File: src/rtl/seq_resp_pkg.sv
// Shared types and constants for the sequencer ack responder.
package seq_resp_pkg;

  localparam int unsigned C_ACK_CNT_W = 16;

  typedef enum logic [1:0] {
    CmdNop   = 2'd0,
    CmdDelay = 2'd1,
    CmdWrite = 2'd2,
    CmdRead  = 2'd3
  } t_resp_cmd;

  typedef enum logic [1:0] {
    StIdle,
    StWait,
    StAck
  } t_resp_state;

endpackage

File: src/rtl/seq_resp_fifo.sv
// Synchronous FIFO with registered full/empty flags; Depth must be a power of two.
module seq_resp_fifo #(
  parameter int unsigned Width = 10,
  parameter int unsigned Depth = 4
) (
  input  logic             clk_i,
  input  logic             rst_i,
  input  logic             push_i,
  input  logic [Width-1:0] wdata_i,
  input  logic             pop_i,
  output logic [Width-1:0] rdata_o,
  output logic             full_o,
  output logic             empty_o
);

  localparam int unsigned AddrW = $clog2(Depth);

  logic [AddrW-1:0] wr_ptr_q, wr_ptr_d;
  logic [AddrW-1:0] rd_ptr_q, rd_ptr_d;
  logic             full_q, full_d;
  logic             empty_q, empty_d;
  logic [Width-1:0] mem_q [Depth];
  logic             push_en;
  logic             pop_en;

  // Flags gate the requests, so a pop while full never frees a slot in the same cycle.
  assign push_en = push_i & ~full_q;
  assign pop_en  = pop_i & ~empty_q;

  always_comb begin
    wr_ptr_d = wr_ptr_q;
    rd_ptr_d = rd_ptr_q;
    full_d   = full_q;
    empty_d  = empty_q;
    if (push_en) wr_ptr_d = wr_ptr_q + AddrW'(1);
    if (pop_en)  rd_ptr_d = rd_ptr_q + AddrW'(1);
    if (push_en && !pop_en) begin
      empty_d = 1'b0;
      full_d  = (wr_ptr_d == rd_ptr_q);
    end else if (pop_en && !push_en) begin
      full_d  = 1'b0;
      empty_d = (rd_ptr_d == wr_ptr_q);
    end
  end

  always_ff @(posedge clk_i) begin
    if (rst_i) begin
      wr_ptr_q <= '0;
      rd_ptr_q <= '0;
      full_q   <= 1'b0;
      empty_q  <= 1'b1;
    end else begin
      wr_ptr_q <= wr_ptr_d;
      rd_ptr_q <= rd_ptr_d;
      full_q   <= full_d;
      empty_q  <= empty_d;
    end
  end

  always_ff @(posedge clk_i) begin
    if (push_en) mem_q[wr_ptr_q] <= wdata_i;
  end

  assign rdata_o = mem_q[rd_ptr_q];
  assign full_o  = full_q;
  assign empty_o = empty_q;

endmodule

File: src/rtl/seq_ack_responder.sv
// Far-end responder for the sequencer: queues commands and returns in-order
// ack pulses after a programmable latency.
module seq_ack_responder
  import seq_resp_pkg::*;
#(
  parameter int unsigned G_DATA_WIDTH  = 8,
  parameter int unsigned G_FIFO_DEPTH  = 4,
  parameter int unsigned G_ACK_LATENCY = 3
) (
  input  logic                    clk,
  input  logic                    rst,
  input  logic                    req_valid,
  output logic                    req_ready,
  input  logic [1:0]              req_cmd,
  input  logic [G_DATA_WIDTH-1:0] req_data,
  output logic                    ack,
  output logic [G_DATA_WIDTH-1:0] ack_data,
  output logic                    busy,
  output logic [C_ACK_CNT_W-1:0]  ack_cnt
);

  localparam int unsigned CntW   = G_DATA_WIDTH + 1;
  localparam int unsigned EntryW = G_DATA_WIDTH + 2;

  t_resp_state             state_q, state_d;
  logic [CntW-1:0]         cnt_q, cnt_d;
  t_resp_cmd               cmd_q, cmd_d;
  logic [G_DATA_WIDTH-1:0] data_q, data_d;
  logic [G_DATA_WIDTH-1:0] reg_q, reg_d;
  logic [C_ACK_CNT_W-1:0]  ack_cnt_q, ack_cnt_d;

  logic                    fifo_push;
  logic                    fifo_pop;
  logic                    fifo_full;
  logic                    fifo_empty;
  logic [EntryW-1:0]       fifo_rdata;
  t_resp_cmd               head_cmd;
  logic [G_DATA_WIDTH-1:0] head_data;
  logic [CntW-1:0]         cnt_load;

  assign fifo_push = req_valid & ~fifo_full;

  seq_resp_fifo #(
    .Width (EntryW),
    .Depth (G_FIFO_DEPTH)
  ) u_fifo (
    .clk_i   (clk),
    .rst_i   (rst),
    .push_i  (fifo_push),
    .wdata_i ({req_cmd, req_data}),
    .pop_i   (fifo_pop),
    .rdata_o (fifo_rdata),
    .full_o  (fifo_full),
    .empty_o (fifo_empty)
  );

  assign head_cmd  = t_resp_cmd'(fifo_rdata[EntryW-1 -: 2]);
  assign head_data = fifo_rdata[G_DATA_WIDTH-1:0];
  // One extra bit keeps latency + delay operand from overflowing.
  assign cnt_load  = CntW'(G_ACK_LATENCY) +
                     ((head_cmd == CmdDelay) ? {1'b0, head_data} : '0);

  always_comb begin
    state_d   = state_q;
    cnt_d     = cnt_q;
    cmd_d     = cmd_q;
    data_d    = data_q;
    reg_d     = reg_q;
    ack_cnt_d = ack_cnt_q;
    fifo_pop  = 1'b0;
    ack       = 1'b0;
    ack_data  = '0;
    unique case (state_q)
      StIdle: begin
        if (!fifo_empty) begin
          fifo_pop = 1'b1;
          cmd_d    = head_cmd;
          data_d   = head_data;
          cnt_d    = cnt_load;
          state_d  = StWait;
        end
      end
      StWait: begin
        if (cnt_q == '0) begin
          state_d = StAck;
          if (cmd_q == CmdWrite) reg_d = data_q;
        end else begin
          cnt_d = cnt_q - CntW'(1);
        end
      end
      StAck: begin
        ack       = 1'b1;
        ack_data  = (cmd_q == CmdRead) ? reg_q : data_q;
        ack_cnt_d = ack_cnt_q + C_ACK_CNT_W'(1);
        state_d   = StIdle;
      end
      default: state_d = StIdle;
    endcase
  end

  always_ff @(posedge clk) begin
    if (rst) begin
      state_q   <= StIdle;
      cnt_q     <= '0;
      cmd_q     <= CmdNop;
      data_q    <= '0;
      reg_q     <= '0;
      ack_cnt_q <= '0;
    end else begin
      state_q   <= state_d;
      cnt_q     <= cnt_d;
      cmd_q     <= cmd_d;
      data_q    <= data_d;
      reg_q     <= reg_d;
      ack_cnt_q <= ack_cnt_d;
    end
  end

  assign req_ready = ~fifo_full;
  assign busy      = ~fifo_empty | (state_q != StIdle);
  assign ack_cnt   = ack_cnt_q;

endmodule

File: config.mk
export PLATFORM = sky130hd
export DESIGN_NAME = seq_ack_responder
export DESIGN_NICKNAME = d
export VERILOG_FILES = /design/src/rtl/seq_resp_pkg.sv /design/src/rtl/seq_resp_fifo.sv /design/src/rtl/seq_ack_responder.sv
export SDC_FILE = /design/constraint.sdc
export NUM_CORES = 1
export LEC_CHECK = 0
export BUFFER_PORTS_ARGS = -buffer_cell sky130_fd_sc_hd__clkbuf_2
export CORE_MARGIN = 4
export CORE_UTILIZATION = 59
export DETAILED_ROUTE_END_ITERATION = 8
export PLACE_DENSITY = 0.8
export SLEW_MARGIN = 5
export SYNTH_ARGS = -nofsm -noshare
export SYNTH_HDL_FRONTEND = slang
export SYNTH_HIERARCHICAL = 1
export SYNTH_SLANG_ARGS = --single-unit
File: constraint.sdc
create_clock -name clk -period 2.6 [get_ports clk]
set_input_delay 0.26 -clock clk [delete_from_list [all_inputs] [get_ports clk]]
set_output_delay 0.26 -clock clk [all_outputs]
set_load 0.005 [all_outputs]
==> run summary, run 1 <==
The largest individual stage delay along the critical path comes from the cell mux4_1. The count of nets left with antenna violations once routing finished came out at 0. The top-level I/O count is 40. At the pin with the least slew margin, the transition time is 672.8 ps. The number of instances in the synthesized netlist came out at 380. The non-filler instance count after layout is 503. The worst voltage drop across the vdd grid is 0.0005760 V. The placeable core area is roughly 6800 um2.

The first-pass iteration count of the detailed router is 4. Counting along the longest clock path gives a buffer depth of 2. The congestion estimate from routability-driven global placement came to ~0.85. The reported leakage power came out at 1.673 nW. The part of the Yosys area used for sequential elements came out at 0.5423. The area share of and/or/nand/nor cells after synthesis is 0.1832. The worst path in the final design needs a cycle of 2373 ps, including I/O delays and setup. The data arrival time at the worst-slack endpoint came out at 2660 ps.

The via count normalized by instance count is 5.720. Of the total synthesized cell area, the portion taken by XOR and XNOR cells is 0.04702. The post-cts sizing count came out at 0. The relative slew slack is 0.5514. The min-delay analysis places its worst path in the category in2reg.

The floorplan row count came out at 30. Max-cap violations in this run came to 0. The async set-or-reset flop fraction in the synthesized netlist came out at 0. The number of inserted diodes is 0.

The power per standard cell area is around 880 nW/um2. The first-pass GRT wire length came out at about 13 mm. The portion of synthesized area spent on multiplexers is 0.08885. The setup slack of the critical path after layout is about 230 ps. The number of hold buffers added after CTS is 0. The adder and majority cell fraction of the synthesized area came out at 0.02137. In the finished design, the share of the clock period the worst path needs comes to 0.9128.

The routed via count is 2877. The die width is 91.34 um. The final count of hold timing violations is 0. The average cell area after synthesis came out at 10.78 um2. The maximum single-stage delay on the critical path is 610 ps. The via count of the first global-routing pass is 2816. The completed layout was analyzed and its total power is 3.979 mW.

The number of setup buffers added after CTS came out at 0. TritonCTS built the clock tree. The clock latency reported for the late side of the worst-skew pair is 360 ps. After detailed routing, the total wire length is 7.811 mm.

The number of flops mapped to enable cells by yosys came out at 40. After synthesis, the largest family of logic cells by area is simple AND/OR/NAND/NOR gates. The worst setup path is of the reg2reg kind. The number of placed instances with taps included is between 400 and 500.

The HPWL reported at the end of detailed placement is 5.496 mm. The register bit count reported by yosys is 91. CTS placed an instance of clkbuf_8 at the clock tree root. In the final timing run, aggregate negative setup slack is 0 ps. In the synthesized netlist the dominant register cell turns out to be dfxtp_1.

Summed over all layers, the global routing overflow is 0. The final worst clock skew came out at 8.893 ps. Entering global routing, the biggest net connects 33 pins. The starting density of the core is 0.6065. Port buffering added 39 buffers. Yosys mapped the design onto 47 distinct sky130hd cell types. After detailed routing, the average wire length per cell comes to 15.53 um. The minimum setup slack after placement is approximately 250 ps. The die area came out at between 8000 and 9000 um2. The worst setup path is captured at a flip-flop.

The cell area after technology mapping is 4098 um2. TritonCTS created 9 clock buffers. Setup repair after global routing left no endpoint under its margin. The worst setup path is launched from a flip-flop.

The CTS H-tree depth is 3. Setup violations remaining at the end of the flow were counted as 0. The number of clock sinks came out at 91. The number of DRC violations after detailed-routing iteration 0 came out at approximately 240.

The fraction of layout cells with a size suffix above 1 came out at 0.1820. The total global routing track utilization came out at 0.2017. The critical path data required time came out at 2880 ps.

The warning count from the yosys run is 6. Traced cell by cell, the critical path runs through mux4_1, nor2b_1, nand2_1, ha_1, or3_1, a21oi_1, o21ai_1, a31oi_1. The number of antenna violations at the first check in global routing is 0. The clock-pin slew reported for the worst setup and hold paths after clock tree synthesis came out at ~90 ps.

Counting every net in the synthesized netlist gives 400. The number of remaining DRC errors is 0. The flow ran to the end, and the final reports show no timing, DRC or antenna violations.

The fraction of the mapped netlist area in compound gates was 0.08061. Relative to the synthesized area, the layout overhead comes to 10.47%. The net count of the finished layout is 438.

From bottom edge to top edge, the die measures 91.34 um. Of all nets on the critical path, the largest fanout is 6. The upper clock frequency limit is approximately 420 MHz.

The max-slew violation count came out at 0.
-- logic make-up after synthesis --
kind of cell    count (synthesis)
simple gates                  153
flops                          91
compound gates                 57
buf+inv                        28
xor+xnor                       22
mux                            22
fa+ha+maj                       7
-- critical path, delay by kind of cell, from the launching register on --
family                     cells  cell delay [ps]
DFF                            1              350
adders and majority gates      1              270
and+or+nand+nor                3              670
muxes                          1              610
AOI/OAI and AO/OA              3              400
-- final timing paths --
kind,start,end,cells past startpoint,slack [ps]
setup / recovery,u_fifo/rd_ptr_q[0],cnt_q[4],8,230
hold / removal,req_data[2],u_fifo/mem_q[3][2],1,110
setup reg to reg,u_fifo/rd_ptr_q[0],cnt_q[4],8,230
hold reg to reg,data_q[0],data_q[0],2,480
-- metrics by stage --
stage,hold WS (ps),util,instance area (um2)
6_report,113.5,0.6700,4527
5_1_grt,93.91,0.6700,4527
4_1_cts,97.10,0.6700,4527
3_5_place_dp,470.2,0.6402,4325
3_3_place_gp,465.8,0.6402,4325
2_1_floorplan,332.4,-,4098
-- synth_stat cells (2+ instances only) --
cell type  number  share of area
nor2b_1         5         0.0076
buf_2           5         0.0061
xnor2_1        12          0.026
inv_1           8         0.0073
mux2i_1        12          0.029
nand2_1        46          0.042
and2_1          5         0.0076
or3_1           6         0.0092
dfxtp_1        51           0.25
mux4_2          5          0.027
clkbuf_1        9         0.0082
a21o_1          2         0.0037
o21ai_1         4         0.0049
a21oi_1        29          0.035
and3_1          3         0.0046
nand3_1        18          0.022
mux4_1          5          0.032
nand4_1         3         0.0046
xor2_1         10          0.021
or4_1           2         0.0037
nor3_2          2         0.0049
nor2_1         35          0.032
nor3_1         11          0.013
nand2b_1        3         0.0046
inv_2           2         0.0018
nor4_1          2         0.0031
ha_1            7          0.021
nor2_2          3         0.0046
nand3b_1        4         0.0073
buf_6           3         0.0082
a31oi_1         3         0.0046
o21ai_0        11          0.013
edfxtp_1       40           0.29
-- power by group --
group / internal [mW] / switching (mW) / leakage (nW)
Clock: 0.450 / 0.506 / 0.0960
Combinational: 0.484 / 0.677 / 0.796
Sequential: 1.69 / 0.169 / 0.781
-- layout by cell type (no fill, tap or decap), drive strengths merged, types with 2 or more instances in the layout --
| master | instances |
|---|---|
| o21ai | 16 |
| ha | 7 |
| nor3 | 13 |
| clkinvlp | 2 |
| a31oi | 3 |
| nand4 | 3 |
| mux4 | 10 |
| clkbuf | 48 |
| nand3b | 4 |
| nand3 | 18 |
| or3 | 6 |
| xor2 | 10 |
| nand2b | 3 |
| nand2 | 46 |
| a21oi | 29 |
| edfxtp | 40 |
| and3 | 3 |
| clkinv | 3 |
| mux2i | 12 |
| xnor2 | 12 |
| inv | 11 |
| nor2b | 5 |
| or4 | 3 |
| dfxtp | 51 |
| nor4 | 3 |
| and2 | 5 |
| nor2 | 38 |
| buf | 6 |
| a21o | 2 |
| o21a | 2 |
-- layout make-up --
type                    count  area [um2]
flip-flops and latches     91        2222
inverters                  10       37.54
clock buffers               9       123.9
well taps                  80       100.1
multi-input cells         261        1725
fillers                   508        2230
repair buffers             45       240.2
clock inverters             7       77.57
-- flip-flops by register name (all words and copies together), names as in the netlist, 2 cells and up --
name / cells
data_q: 8
state_q: 2
cnt_q: 9
u_fifo/mem_q: 40
u_fifo/wr_ptr_q: 2
reg_q: 8
ack_cnt: 16
u_fifo/rd_ptr_q: 2
cmd_q: 2
-- routing by layer --
layer	wire (um)	vias up	GRT usage
li1	-	1431	-
met1	3266	1362	0.2507
met2	4016	69	0.3421
met3	373	15	0.03894
met4	154	0	0.08794
met5	0	-	0
Note: power is estimated with default switching activity, not from simulation.
==> run 2: changes to the inputs <==
- GPL_TIMING_DRIVEN: default -> 0
==> run summary, run 2 (synthesis gave the netlist of run 1 again) <==
The logic depth of the worst setup path including buffers came out at 9. The HPWL after detailed placement is 5.601 mm. The final count of hold timing violations was 0.

In this design, the stage delay of the slowest critical-path cell is 580 ps. The number of antenna violations at the first check in global routing is 0. Among cell families on the critical path, the largest total delay comes from simple AND/OR/NAND/NOR gates. Across all register-to-register paths, the minimum setup slack is 170 ps.

The die width came out at 91.34 um. Static timing analysis puts the maximum clock frequency at 411.9 MHz. At the worst endpoint, the arrival time is 2720 ps. The tightest min-delay check is of the in2reg type.

The via count of the first global-routing pass came out at 2833. The clock tree from TritonCTS is done. Dividing the detail-routed via count by the number of cells gives 5.576. STA classifies the critical path endpoint as a flip-flop. The reported leakage power came out at about 1.7 nW. Setup violations remaining at the end of the flow were counted as 0. Buffers inserted during clock tree synthesis total 9. The number of flip-flops under the largest register name came out at 40.

The routed via count came out at 2877. In this run the remaining antenna-violating nets after routing total 0. In this run the clock root is driven by a clkbuf_8. The clock latency reported for the late side of the worst-skew pair is between 300 and 400 ps. The region available for standard cell placement spans 6756 um2. The number of remaining DRC errors is 0.

The final weighted congestion in routability-driven placement came out at 0.8887. The critical path data required time is 2890 ps. In this run the number of H-tree levels came out at 3. The register name with the most flops is u_fifo/mem_q. The layout net count came out at between 400 and 500. The initial utilization of the core area, before any placement, comes to 0.6065. From synthesis to final layout, the design area changed by 12.76%. The top fanout value on the critical path came out at 6.

The die covers 8342 um2. Once placement completed, the tool counted placed cells totaling 499. The relative slew slack came out at 0.6387. Dividing the detail-routed wire length by the instance count gives 15.09 um. The library cells used most frequently in the layout, excluding fill and tap cells, are dfxtp_1 (51), nand2_1 (46), edfxtp_1 (40). After routing the design area is 4621 um2.

The run finished with clean final reports. The most critical setup path has its endpoint at cnt_q[4]. The design draws approximately 4.1 mW.

The floorplan row count is 30. The first-pass GRT wire length came out at 13.39 mm. The pin count of the biggest net entering global routing is 19. The max-slew violation count is 0.

Clock-pin slew was measured on the worst setup and hold paths at 100 ps. The setup slack of the critical path after layout came out at 172.4 ps. The post-place instance area came out at 4393 um2. In the final layout, the share of cells above drive strength 1 is 0.1927. The total global routing track utilization is 0.2011.

The most common cell after layout, fill and taps aside is dfxtp_1. Before antenna repair, the detailed router went through 5 iterations. IR analysis of the VDD net gives a maximum drop of a little under 0.0006 V.

The slew of the pin with the lowest slew margin came out at 542.0 ps. The maximum root-to-sink buffer count came out at 2. Summed over all layers, the global routing overflow is 0. The combined buffer and inverter count along the critical path came out at 1. The final worst clock skew came out at between 10 and 15 ps. 0 antenna diodes ended up in the layout.

The number of buffers added on ports came out at 39. After routing, the total negative slack on setup checks comes to 0 ps. The detailed-route wire length is 7.785 mm. In this run, the number of DRC markers left after iteration 0 of detailed routing was 206. The endpoint identified for the worst register-to-register timing path is cnt_q[4]. In this run the critical register-to-register path is launched from u_fifo/rd_ptr_q[0]. Traced cell by cell, the critical path runs through buf_6, mux4_2, nor2b_4, nand2_1, ha_2, or3_1, a21oi_1, o21ai_1, a31oi_1. After the flow finishes, the layout carries non-filler instances totaling 516. The number of clock sinks is between 90 and 100.

Tracing the worst setup path back leads to its startpoint at u_fifo/rd_ptr_q[0]. Across the run, the number of max-cap violations was 0. The minimum setup slack after placement is -83.87 ps. The minimum clock period is 2428 ps.

The setup path with the least slack is of type reg2reg. The power per standard cell area is around 900 nW/um2. Setup repair after global routing left no endpoint under its margin. The length in cells of the worst reg-to-reg path is 9. The top-level I/O count came out at 40. Dividing the final minimum period by the clock period gives 0.9337.

For this design, the slowest cell found on the critical path is mux4_2. The worst setup path is launched from a flip-flop. The die outline height is 91.34 um. The number of hold buffers added after CTS is 0.
run 2: cell count changes in the layout (fill, tap and decap cells not counted), sizes merged:
cell,change
inv,+5
clkinvlp,-2
buf,+4
clkinv,-3
clkbuf,+9
run 2: layer usage:
| layer | up-vias | track usage | part of all wire | wire length (um) |
|---|---|---|---|---|
| li1 | 1470 | - | - | - |
| met2 | 50 | 0.3525 | 0.52 | 4063 |
| met3 | 7 | 0.04805 | 0.034 | 268 |
| met1 | 1350 | 0.2448 | 0.43 | 3367 |
| met5 | - | 0 | 0 | 0 |
| met4 | 0 | 0.06156 | 0.011 | 85 |
run 2: how the worst min path moves through the flow:
stage / start / endpoint / slack (ps) / depth (start not counted)
after floorplan: rst / u_fifo/rd_ptr_q[0] / 330 / 1
after global placement: data_q[7] / data_q[7] / 470 / 2
after detailed placement: data_q[6] / data_q[6] / 470 / 2
after CTS: req_data[2] / u_fifo/mem_q[3][2] / 100 / 1
after global routing: req_data[2] / u_fifo/mem_q[0][2] / 100 / 1
final: req_data[2] / u_fifo/mem_q[3][2] / 110 / 1
run 2: area by class of cell:
class | count | area, um2
Sequential cell | 91 | 2222
Fill cell | 512 | 2136
Multi-Input combinational cell | 261 | 1732
Timing Repair Buffer | 40 | 202.7
Clock buffer | 9 | 123.9
Buffer | 18 | 112.6
Tap cell | 80 | 100.1
Clock inverter | 7 | 90.09
Inverter | 10 | 37.54
run 2: through the flow:
step | hold WS (ps) | util
after CTS | 95.27 | 0.6830
after detailed placement | 471.6 | 0.6502
after floorplan | 332.4 | -
final | 107.8 | 0.6839
after global routing | 96.37 | 0.6839
after global placement | 472.7 | 0.6502
run 2: timing repair:
action / CTS / global route
setup buffers: 0 / 1
pin swaps: 0 / 0
gates cloned: 0 / 0
endpoints found under the setup margin: 1 / 2
resized for setup: 2 / 2
run 2: report_power, final:
| group | switching [mW] | internal (mW) | total, mW |
|---|---|---|---|
| logic | 0.717 | 0.525 | 1.24 |
| registers | 0.141 | 1.69 | 1.83 |
| clock network | 0.540 | 0.475 | 1.01 |
| total | 1.40 | 2.69 | 4.09 |
==> run 3: changes to the inputs <==
- CELL_PAD_IN_SITES_DETAIL_PLACEMENT: default -> 1
- CELL_PAD_IN_SITES_GLOBAL_PLACEMENT: default -> 2
- CORE_UTILIZATION: 59 -> 39
- PLACE_DENSITY: 0.8 -> default
- PLACE_DENSITY_LB_ADDON: default -> 0.1
==> run summary, run 3 (synthesis gave the netlist of run 1 again) <==
The utilization after layout is 0.4550. The number of DRC violations after detailed-routing iteration 0 is approximately 150. The worst min-delay path category is in2reg.

Of the available clock period, the critical path in the final layout requires 0.9217. The detailed-route wire length per cell came out at 16.27 um. In this run, CTS created clock tree buffers numbering 9. The type of element launching the critical path is a flip-flop. The worst voltage drop across the vdd grid came out at 0.0003818 V. The number of flip-flops under the largest register name came out at 40. The layout has 1177 filler cells. The maximum root-to-sink buffer count came out at 2. The layout net count is 451. The critical path starts at u_fifo/rd_ptr_q[0]. Cell internal power was estimated by the tool at around 2.6 mW. The overall overflow remaining after global route is 0. The via count normalized by instance count came out at 5.184. The starting density of the core came out at 0.3987. The pin count of the biggest net entering global routing came out at 19. Setup repair after global routing left no endpoint under its margin. The clock reaches the later pin of the worst-skew pair after ~360 ps. The worst register-to-register path begins at u_fifo/rd_ptr_q[0]. During placement, the flow inserted port buffers numbering 39. The number of antenna violations at the first check in global routing came out at 0. The worst setup path is of the reg2reg kind. The portion of total power attributed to combinational logic came out at 0.316. The switching share of power came out at 0.3606. The clock tree synthesis step divided the H-tree into 3 levels. Across every metal layer, demand over resource in global routing totals 0.1598.

The final hold slack came out at 113.7 ps. The top fanout value on the critical path came out at 6. The setup check on the worst reg-to-reg path leaves a slack of 200 ps.

Clock-pin slew was measured on the worst setup and hold paths at around 110 ps. Across all layers, the routed design uses 2965 vias. In this run the tightest slew margin relative to its limit is 0.6188. The clock power share is 0.230. The minimum clock period is 2396 ps. The max-slew violation count is 0.

In the layout the commonest cells are dfxtp_1 (51), nand2_1 (46), edfxtp_1 (40). The die is 110.5 um tall. The slew of the pin with the lowest slew margin is 571.9 ps. STA puts the critical path data arrival time at between 2000 and 3000 ps. The critical path data required time is 2900 ps. The first-pass GRT wire length is 15.85 mm. The number of remaining DRC errors is 0. The clock tree root driver cell is clkbuf_8.

The core region is 10280 um2. STA classifies the critical path endpoint as a flip-flop. Summed over all layers, the routed wires come to 9.306 mm. Summed over all cells, the static leakage comes to 1.711 nW. The first TritonRoute pass finished after 4 iterations. The fraction of layout cells with a size suffix above 1 came out at 0.1950. The final worst clock skew came out at 14.00 ps. The die covers 12210 um2.

The run finished with clean final reports. The number of clock sinks is 91. Setup violations remaining at the end of the flow were counted as 0.

The die width came out at 110.5 um. The upper clock frequency limit is 417.3 MHz. The top-level I/O count came out at 40. The detail route stage leaves a number of antenna-violating nets equal to 0. The most common cell after layout, fill and taps aside is dfxtp_1. The total power after layout came out at 4.054 mW. The post-synthesis to final-layout area growth is 14.11%.

The via count of the first global-routing pass is 3150. The power per standard cell area is 867.1 nW/um2. Counting flops per register, the top entry is u_fifo/mem_q. The congestion estimate from routability-driven global placement came to 0.7586.

In this run the core area contains 37 standard-cell rows. Detailed placement finished with a half-perimeter wire length of 6.813 mm. The number of max-capacitance violations reported came out at 0.

TritonCTS built the clock tree. The worst hold path begins at req_data[1]. Summed over all nets, the switching power comes to 1.462 mW. The number of inserted diodes is 0. The number of hold buffers added after CTS is 0. The final count of hold timing violations was 0. The share of total power dissipated in sequential elements is 0.454.
run 3: cell count changes in the layout (fill, tap and decap cells not counted):
cell | previous run | this run
a21oi_1 | 29 | 28
a21oi_2 | 0 | 1
buf_2 | 5 | 4
bufinv_16 | 1 | 0
clkbuf_4 | 0 | 1
clkinv_4 | 0 | 4
inv_6 | 3 | 0
run 3: layer usage:
layer | routed length, um | vias up | global-route usage
met1 | 4178 | 1454 | 0.1966
li1 | - | 1455 | -
met3 | 296 | 14 | 0.03671
met2 | 4660 | 42 | 0.2714
met5 | 0 | - | 0
met4 | 170 | 0 | 0.06240
run 3: layout make-up:
class / instances / area (um2) / area share
sequential: 91 / 2222 / 0.4752
timing repair buffer: 40 / 202.7 / 0.04335
buffer: 18 / 115.1 / 0.02462
inverter: 10 / 37.54 / 0.008028
clock inverter: 7 / 68.82 / 0.01472
multi-input combinational: 261 / 1735 / 0.3712
tap: 136 / 170.2 / 0.03639
clock buffer: 9 / 123.9 / 0.02649
run 3: path summary, 6_finish.rpt:
path,depth (start not counted),end
hold / removal,1,u_fifo/mem_q[1][1]
hold reg to reg,2,data_q[5]
setup / recovery,9,cnt_q[4]
setup reg to reg,9,cnt_q[4]
run 3: what timing repair did:
item	4_1_cts	5_1_grt
setup buffers	0	1
endpoints found under the setup margin	3	1
gates resized for setup	3	3
run 3: through the flow:
step / area, um2 / TNS (ps) / std cells / setup WS [ps]
after global routing: 4676 / 0 / 572 / 45.32
after global placement: 4463 / -327.9 / 555 / -206.7
final: 4676 / 0 / 572 / 203.7
after floorplan: 4098 / 0 / 380 / 219.4
after detailed placement: 4463 / -339.2 / 555 / -207.8
after CTS: 4659 / 0 / 571 / 63.52
run 3: critical path, stage by stage (launching register included):
cell	delay (ps)
dfxtp_1	330
buf_6	140
mux4_2	560
nor2b_4	190
nand2_1	110
ha_2	230
or3_1	370
a21oi_2	160
o21ai_1	90
a31oi_1	170
run 3: power by group through the flow:
stage | clock network, mW | logic (mW) | registers [mW]
2_1_floorplan | 0 | 0.966 | 1.82
3_3_place_gp | 0 | 1.25 | 1.86
3_5_place_dp | 0 | 1.27 | 1.88
4_1_cts | 0.974 | 1.29 | 1.84
5_1_grt | 1.03 | 1.44 | 1.87
6_report | 0.934 | 1.28 | 1.84
